File: src/rtl/spi_mem_writer.sv
// spi_mem_writer: SPI-slave (mode 0) command decoder that turns host byte
// streams into pixel-memory writes. Every flop runs on MainClkSrc; the SPI
// pins are oversampled through synchronisers. Decoded data bytes are queued
// in a small write FIFO whose head is offered to the SRAM arbiter with a
// WrReq/WrAck handshake. Overflow and CmdError are sticky until opcode 0x40.
module spi_mem_writer #(
  parameter int ADDR_WIDTH  = 19,
  parameter int FIFO_DEPTH  = 4,
  parameter int SYNC_STAGES = 2,
  parameter int ADDR_STEP   = 1
) (
  input  logic                  MainClkSrc,
  input  logic                  ResetN,
  input  logic                  Sclk,
  input  logic                  Mosi,
  input  logic                  CSel,
  output logic                  WrReq,
  output logic [ADDR_WIDTH-1:0] WrAddr,
  output logic [7:0]            WrData,
  input  logic                  WrAck,
  output logic                  Busy,
  output logic                  Overflow,
  output logic                  CmdError
);

  // Number of bytes that make up a full address.
  localparam int ADDR_BYTES = (ADDR_WIDTH + 7) / 8;
  // Largest legal N in a 0x1N set-address opcode.
  localparam logic [3:0] MAX_ADDR_N = 4'(ADDR_BYTES - 1);
  localparam int PTR_W   = (FIFO_DEPTH > 1) ? $clog2(FIFO_DEPTH) : 1;
  localparam int ENTRY_W = ADDR_WIDTH + 8;
  localparam logic [ADDR_WIDTH-1:0] ADDR_STEP_V = ADDR_WIDTH'(ADDR_STEP);
  localparam logic [PTR_W:0]        PTR_ONE     = (PTR_W + 1)'(1);

  typedef enum logic [2:0] {
    S_IDLE  = 3'd0,
    S_ADDR  = 3'd1,
    S_WR1   = 3'd2,
    S_BLEN  = 3'd3,
    S_BURST = 3'd4
  } state_t;

  // ---------------------------------------------------------------------
  // Pin synchronisers and SPI clock edge detection
  // ---------------------------------------------------------------------
  logic [SYNC_STAGES-1:0] sclk_sync_q;
  logic [SYNC_STAGES-1:0] mosi_sync_q;
  logic [SYNC_STAGES-1:0] csel_sync_q;
  logic                   sclk_prev_q;
  logic                   sclk_s;
  logic                   mosi_s;
  logic                   csel_s;
  logic                   sclk_rise_s;

  // Bring the asynchronous SPI pins into the MainClkSrc domain; chip select
  // resets to its inactive (high) level so no bits are captured at start-up.
  always_ff @(posedge MainClkSrc) begin
    if (!ResetN) begin
      sclk_sync_q <= '0;
      mosi_sync_q <= '0;
      csel_sync_q <= '1;
      sclk_prev_q <= 1'b0;
    end else begin
      sclk_sync_q[0] <= Sclk;
      mosi_sync_q[0] <= Mosi;
      csel_sync_q[0] <= CSel;
      for (int i = 1; i < SYNC_STAGES; i++) begin
        sclk_sync_q[i] <= sclk_sync_q[i-1];
        mosi_sync_q[i] <= mosi_sync_q[i-1];
        csel_sync_q[i] <= csel_sync_q[i-1];
      end
      sclk_prev_q <= sclk_s;
    end
  end

  assign sclk_s      = sclk_sync_q[SYNC_STAGES-1];
  assign mosi_s      = mosi_sync_q[SYNC_STAGES-1];
  assign csel_s      = csel_sync_q[SYNC_STAGES-1];
  assign sclk_rise_s = sclk_s & ~sclk_prev_q;

  // ---------------------------------------------------------------------
  // Bit shifter: assembles MSB-first bytes and pulses byte_valid_q
  // ---------------------------------------------------------------------
  logic [2:0] bit_cnt_q;
  logic [6:0] shift_q;
  logic [7:0] byte_q;
  logic       byte_valid_q;

  // Shift Mosi on each synchronised Sclk rise while selected; deselect only
  // rewinds the bit counter so a partial byte is simply forgotten.
  always_ff @(posedge MainClkSrc) begin
    if (!ResetN) begin
      bit_cnt_q    <= 3'd0;
      shift_q      <= 7'd0;
      byte_q       <= 8'd0;
      byte_valid_q <= 1'b0;
    end else begin
      byte_valid_q <= 1'b0;
      if (csel_s) begin
        bit_cnt_q <= 3'd0;
      end else if (sclk_rise_s) begin
        shift_q   <= {shift_q[5:0], mosi_s};
        bit_cnt_q <= bit_cnt_q + 3'd1;
        if (bit_cnt_q == 3'd7) begin
          byte_q       <= {shift_q, mosi_s};
          byte_valid_q <= 1'b1;
        end
      end
    end
  end

  // ---------------------------------------------------------------------
  // Command FSM and address register
  // ---------------------------------------------------------------------
  state_t                  state_q;
  logic [7:0]              cnt_q;
  logic [ADDR_WIDTH-1:0]   addr_q;
  logic                    push_q;
  logic [7:0]              push_byte_q;
  logic                    cmd_err_q;
  logic                    clr_ovf_q;

  // Decode opcodes in IDLE and walk the operand bytes. A data byte is turned
  // into a push request for the next cycle; the address advances on that
  // push regardless of whether the FIFO had room.
  always_ff @(posedge MainClkSrc) begin
    if (!ResetN) begin
      state_q     <= S_IDLE;
      cnt_q       <= 8'd0;
      addr_q      <= '0;
      push_q      <= 1'b0;
      push_byte_q <= 8'd0;
      cmd_err_q   <= 1'b0;
      clr_ovf_q   <= 1'b0;
    end else begin
      push_q    <= 1'b0;
      clr_ovf_q <= 1'b0;
      if (push_q) begin
        addr_q <= addr_q + ADDR_STEP_V;
      end
      if (byte_valid_q) begin
        case (state_q)
          S_IDLE: begin
            case (byte_q[7:4])
              4'h0: begin
                // 0x00 is a NOP; any other 0x0N is unknown.
                if (byte_q[3:0] != 4'h0) begin
                  cmd_err_q <= 1'b1;
                end
              end
              4'h1: begin
                if (byte_q[3:0] <= MAX_ADDR_N) begin
                  addr_q  <= '0;
                  cnt_q   <= {4'h0, byte_q[3:0]};
                  state_q <= S_ADDR;
                end else begin
                  cmd_err_q <= 1'b1;
                end
              end
              4'h2: begin
                if (byte_q[3:0] == 4'h0) begin
                  state_q <= S_WR1;
                end else begin
                  cmd_err_q <= 1'b1;
                end
              end
              4'h3: begin
                if (byte_q[3:0] == 4'h0) begin
                  state_q <= S_BLEN;
                end else begin
                  cmd_err_q <= 1'b1;
                end
              end
              4'h4: begin
                if (byte_q[3:0] == 4'h0) begin
                  cmd_err_q <= 1'b0;
                  clr_ovf_q <= 1'b1;
                end else begin
                  cmd_err_q <= 1'b1;
                end
              end
              default: begin
                cmd_err_q <= 1'b1;
              end
            endcase
          end
          S_ADDR: begin
            // Big-endian accumulate; the cast keeps the low ADDR_WIDTH bits.
            addr_q <= ADDR_WIDTH'({addr_q, byte_q});
            if (cnt_q == 8'd0) begin
              state_q <= S_IDLE;
            end else begin
              cnt_q <= cnt_q - 8'd1;
            end
          end
          S_WR1: begin
            push_q      <= 1'b1;
            push_byte_q <= byte_q;
            state_q     <= S_IDLE;
          end
          S_BLEN: begin
            cnt_q   <= byte_q;
            state_q <= S_BURST;
          end
          S_BURST: begin
            push_q      <= 1'b1;
            push_byte_q <= byte_q;
            if (cnt_q == 8'd0) begin
              state_q <= S_IDLE;
            end else begin
              cnt_q <= cnt_q - 8'd1;
            end
          end
          default: begin
            state_q <= S_IDLE;
          end
        endcase
      end
    end
  end

  // ---------------------------------------------------------------------
  // Write FIFO with registered head presentation
  // ---------------------------------------------------------------------
  logic [ENTRY_W-1:0] mem_q [FIFO_DEPTH];
  logic [PTR_W:0]     wr_ptr_q;
  logic [PTR_W:0]     rd_ptr_q;
  logic [PTR_W:0]     wr_ptr_d;
  logic [PTR_W:0]     rd_ptr_d;
  logic               wr_req_q;
  logic [ADDR_WIDTH-1:0] wr_addr_q;
  logic [7:0]         wr_data_q;
  logic               busy_q;
  logic               ovf_q;
  logic               full_s;
  logic               pop_s;
  logic               push_ok_s;
  logic               drop_s;
  logic               empty_d;
  logic [ENTRY_W-1:0] push_entry_s;
  logic [ENTRY_W-1:0] head_d;

  assign push_entry_s = {addr_q, push_byte_q};

  // Next-state pointers and the entry that will be at the head next cycle;
  // a push into an otherwise-empty FIFO is forwarded straight to the head.
  always_comb begin
    pop_s     = wr_req_q & WrAck;
    full_s    = (wr_ptr_q[PTR_W] != rd_ptr_q[PTR_W]) &&
                (wr_ptr_q[PTR_W-1:0] == rd_ptr_q[PTR_W-1:0]);
    push_ok_s = push_q & (~full_s | pop_s);
    drop_s    = push_q & full_s & ~pop_s;
    if (pop_s) begin
      rd_ptr_d = rd_ptr_q + PTR_ONE;
    end else begin
      rd_ptr_d = rd_ptr_q;
    end
    if (push_ok_s) begin
      wr_ptr_d = wr_ptr_q + PTR_ONE;
    end else begin
      wr_ptr_d = wr_ptr_q;
    end
    empty_d = (rd_ptr_d == wr_ptr_d);
    if (push_ok_s && (rd_ptr_d == wr_ptr_q)) begin
      head_d = push_entry_s;
    end else begin
      head_d = mem_q[rd_ptr_d[PTR_W-1:0]];
    end
  end

  // FIFO storage; contents are only meaningful between the pointers.
  always_ff @(posedge MainClkSrc) begin
    if (push_ok_s) begin
      mem_q[wr_ptr_q[PTR_W-1:0]] <= push_entry_s;
    end
  end

  // Pointers, registered handshake outputs, Busy and the sticky overflow.
  always_ff @(posedge MainClkSrc) begin
    if (!ResetN) begin
      wr_ptr_q  <= '0;
      rd_ptr_q  <= '0;
      wr_req_q  <= 1'b0;
      wr_addr_q <= '0;
      wr_data_q <= 8'd0;
      busy_q    <= 1'b0;
      ovf_q     <= 1'b0;
    end else begin
      wr_ptr_q <= wr_ptr_d;
      rd_ptr_q <= rd_ptr_d;
      wr_req_q <= ~empty_d;
      if (!empty_d) begin
        wr_addr_q <= head_d[ENTRY_W-1:8];
        wr_data_q <= head_d[7:0];
      end
      busy_q <= (state_q != S_IDLE) | push_q | ~empty_d;
      if (drop_s) begin
        ovf_q <= 1'b1;
      end else if (clr_ovf_q) begin
        ovf_q <= 1'b0;
      end
    end
  end

  assign WrReq    = wr_req_q;
  assign WrAddr   = wr_addr_q;
  assign WrData   = wr_data_q;
  assign Busy     = busy_q;
  assign Overflow = ovf_q;
  assign CmdError = cmd_err_q;

endmodule
File: config.mk
export PLATFORM = sky130hd
export DESIGN_NAME = spi_mem_writer
export DESIGN_NICKNAME = d
export VERILOG_FILES = /design/src/rtl/spi_mem_writer.sv
export SDC_FILE = /design/constraint.sdc
export NUM_CORES = 1
export LEC_CHECK = 0
export ABC_AREA = 1
export BUFFER_PORTS_ARGS = -buffer_cell sky130_fd_sc_hd__buf_2
export CELL_PAD_IN_SITES_DETAIL_PLACEMENT = 1
export CELL_PAD_IN_SITES_GLOBAL_PLACEMENT = 1
export CORE_ASPECT_RATIO = 1.75
export CORE_MARGIN = 2
export CORE_UTILIZATION = 25
export CTS_CLUSTER_DIAMETER = 80
export CTS_CLUSTER_SIZE = 25
export DETAILED_ROUTE_END_ITERATION = 8
export GPL_TIMING_DRIVEN = 0
export HOLD_SLACK_MARGIN = 0.1
export PLACE_DENSITY_LB_ADDON = 0.1
export SLEW_MARGIN = 0
export SYNTH_ARGS = -nofsm -noshare
export SYNTH_HDL_FRONTEND = slang
export SYNTH_SLANG_ARGS = --single-unit
File: constraint.sdc
create_clock -name MainClkSrc -period 2.9 [get_ports MainClkSrc]
set_input_delay 0.435 -clock MainClkSrc [delete_from_list [all_inputs] [get_ports MainClkSrc]]
set_output_delay 0.435 -clock MainClkSrc [all_outputs]
set_load 0.1 [all_outputs]
==> out/qor.yml <==
route:
  wl_met1_um: 12680
  drt_iter0_markers: 374
  via_count: 7293
  drtPass1Iterations: 4
  met3WireLength_um: 633
  top_layer_used: "met4"
  wl_per_cell_um: 19.68
  viasPerCell: 4.547
  met2_length_um: 17340
  ant_nets: 0
  drc: 0
  wirelength_um: 31570
synthesis:
  async_flop_share_pct: 0
  synthAdderAreaFrac_pct: 1.342
  ys_types: 36
  yosys.area_share.simple_pct: 17.57
  synthMuxAreaShare_pct: 0
  yosysSeqAreaShare_pct: 56.90
  syn_avg_cell_area_um2: 8.714
  synth_compound_area_share_pct: 14.26
  syn_area_um2: 9324
  synth_flop_cell: "edfxtp_1"
  synth_xor_area_share_pct: 1.221
  synth.yosys.warnings: 0
  syn-instance-count: 1070
  syn_nets: 1086
  ys_ff_latch: 211
  synth_top_family_by_area: "simple AND/OR/NAND/NOR gates"
  synth-edff-count: 108
floorplanning:
  start_util_pct: 25.36
  dieWidth_um: 150.0
  die_area_um2: 38920
  die_h_um: 259.5
  rows: 93
  ios: 37
  coreArea_um2: 36770
clock_tree:
  cts_root_buffer: "clkbuf_16"
  clockBufferDepth: 3
  h-tree-depth: 1
  cts_tree: "done"
  clk_pin_slew_worst_paths_ns: 0.11
  insertion_delay_ns: 0.50
  cts_sinks: 211
  post-cts-setup-buffer-count: 0
  numCtsBuffers: 12
sta:
  worst_pin_slew_ns: 0.8625
  skew_ns: 0.02892
  fin_crit_ns: 2.610
  setup_viol: 0
  post-route-period-util_pct: 90.00
  slew_headroom_pct: 42.50
  slew_violations: 0
  fmaxAchievable_mhz: 383.1
  grt_setup_unrepaired: "false"
  tns_ns: 0
  finalHoldViolCount: 0
placement:
  place.gp.congestion: 0.8191
  port_buffers: 35
  hpwl_um: 23810
  place_inst: 1584
  place_area_um2: 10200
power:
  switching_share_pct: 21.74
  ir_drop_mv: 0.2591
  cellPowerDensity_nw_per_um2: 479.1
  clkPwrFrac_pct: 37.5
  power.leakage_nw: 4.298
  total_power_mw: 5.065
  power_frac_comb_pct: 1.1
  power.internal_mw: 3.964
  seq_power_share_pct: 61.4
  switchingPower_mw: 1.101
layout:
  area_growth_pct: 13.39
  stdcell_count: 1604
  antenna_cells: 0
  final_area_um2: 10570
  drive_gt1_share_pct: 9.920
  nNetsFinal: 1140
  nFillCells: 4397
  final_core_util_pct: 28.75
global_routing:
  grt_max_degree: 27
  grt_pass1_wl_um: 47800
  grt_pass1_vias: 7683
  antenna_found_initial: 0
  grt_use_total_pct: 16.51
  grt_overflow: 0
run:
  cap_violations: 0
status:
  status: "completed"
worst_setup_path:
  end_kind: "flip-flop"
  arrival_ns: 2.97
  cp_max_fo: 10
  cp-start-kind: "flip-flop"
  worstPathRequired_ns: 3.26
  critical_path_class: "flip-flop to flip-flop"
worst_hold_path:
  hp-class: "primary input to flip-flop"
==> layer usage <==
layer / global-route usage (%) / up-vias
li1: - / 3632
met1: 18.74 / 3549
met2: 31.75 / 75
met3: 1.564 / 37
met4: 5.372 / 0
met5: 0 / -
==> cells in the final DEF (no fill, tap or decap), drive strengths merged <==
cell | Yosys | layout
nand4 | 5 | 5
o31ai | 1 | 1
o32ai | 2 | 2
nand2 | 170 | 170
xnor2 | 1 | 1
or2 | 3 | 3
dlygate4sd3 | 0 | 1
a211oi | 4 | 4
o2111ai | 2 | 2
o21ai | 139 | 139
a21oi | 91 | 91
nor3 | 13 | 13
xor2 | 12 | 12
nor2b | 1 | 1
a31oi | 3 | 3
ha | 10 | 10
buf | 26 | 64
nand3b | 3 | 3
nor4 | 2 | 2
dfxtp | 103 | 103
inv | 159 | 161
edfxtp | 108 | 108
o22ai | 8 | 8
nand3 | 70 | 70
clkbuf | 19 | 37
nor2 | 113 | 113
o211ai | 2 | 2
==> final timing paths <==
| check | slack [ns] | cells after the start | startpoint | endpoint |
|---|---|---|---|---|
| worst min register to register | 0.42 | 1 | csel_sync_q[0] | csel_sync_q[1] |
| worst max register to register | 0.29 | 9 | byte_q[5] | addr_q[10] |
| worst max-delay path | 0.29 | 9 | byte_q[5] | addr_q[10] |
| worst min-delay path | 0.12 | 3 | Sclk | sclk_sync_q[0] |
==> power groups by stage <==
stage                     logic [mW]  registers (mW)  clock network, mW
after floorplan               0.0312            3.18                  0
after global placement        0.0591            3.18                  0
after detailed placement      0.0593            3.18                  0
after CTS                     0.0605            3.11               1.98
after global routing          0.0657            3.11               2.07
final                         0.0575            3.11               1.90
==> area by class of cell <==
cell class	instances	area (µm²)	area share, %
buffer	45	216.5	2.047
clock buffer	17	340.3	3.219
clock inverter	2	17.52	0.1657
inverter	159	596.8	5.645
multi-input combinational	655	3229	30.54
sequential	211	5305	50.18
tap	475	594.3	5.621
timing repair buffer	40	272.8	2.580
==> synthesized netlist by cell type (3+ instances only) <==
cell type	count	area [µm²]
buf_6	3	33.78
nand2_2	7	43.79
buf_2	19	95.09
dfxtp_1	103	2062
nor2_2	3	18.77
a211oi_1	4	30.03
xor2_1	12	105.1
o21ai_1	21	105.1
nand3_1	67	335.3
inv_1	149	559.3
o22ai_1	8	50.05
nand3_2	3	30.03
a21oi_1	89	445.4
nand2_4	3	33.78
o21ai_0	118	590.6
a31oi_1	3	18.77
edfxtp_1	108	3243
clkbuf_1	19	71.32
nand3b_1	3	22.52
nor2_1	110	412.9
or2_2	3	18.77
inv_2	10	37.54
nor3_1	13	65.06
buf_1	4	15.01
ha_1	10	125.1
nand2_1	160	600.6
nand4_1	4	25.02
==> critical path, stage by stage (launching register included) <==
cell and delay, ns:
dfxtp_1 0.37, inv_1 0.28, nand3_1 0.18, o21ai_0 0.45, nand3_1 0.41, nand2_1 0.22, buf_2 0.29, a21oi_1 0.07
o21ai_0 0.10, o21ai_0 0.10
==> cells by family (layout without fill, tap and decap cells) <==
group,count (synthesis),after routing
xor+xnor,13,13
fa+ha+maj,10,10
flops,211,211
compound gates,252,252
buf+inv,204,263
simple gates,380,380
==> stage by stage <==
stage | hold slack (ns) | worst slack (ns)
2_1_floorplan | 0.3905 | -0.2581
3_3_place_gp | 0.3947 | -1.034
3_5_place_dp | 0.4030 | 0.08953
4_1_cts | 0.1008 | 0.06271
5_1_grt | 0.1260 | 0.03541
6_report | 0.1203 | 0.2900
==> flip-flops by register name, summed over array words and instances, names as in the netlist, 2 cells and up <==
signal and flops:
WrAddr 19, state_q 3, mem_q 108, csel_sync_q 2, shift_q 7, WrData 8
byte_q 8, wr_ptr_q 3, push_byte_q 8, addr_q 19, cnt_q 8, bit_cnt_q 3
mosi_sync_q 2, rd_ptr_q 3, sclk_sync_q 2
==> timing repair <==
action	CTS	global route
hold buffers	1	0
endpoints found under the hold margin	1	0
resized for setup	0	1
endpoints found under the setup margin	0	1
Note: power is estimated with default switching activity, not from simulation.
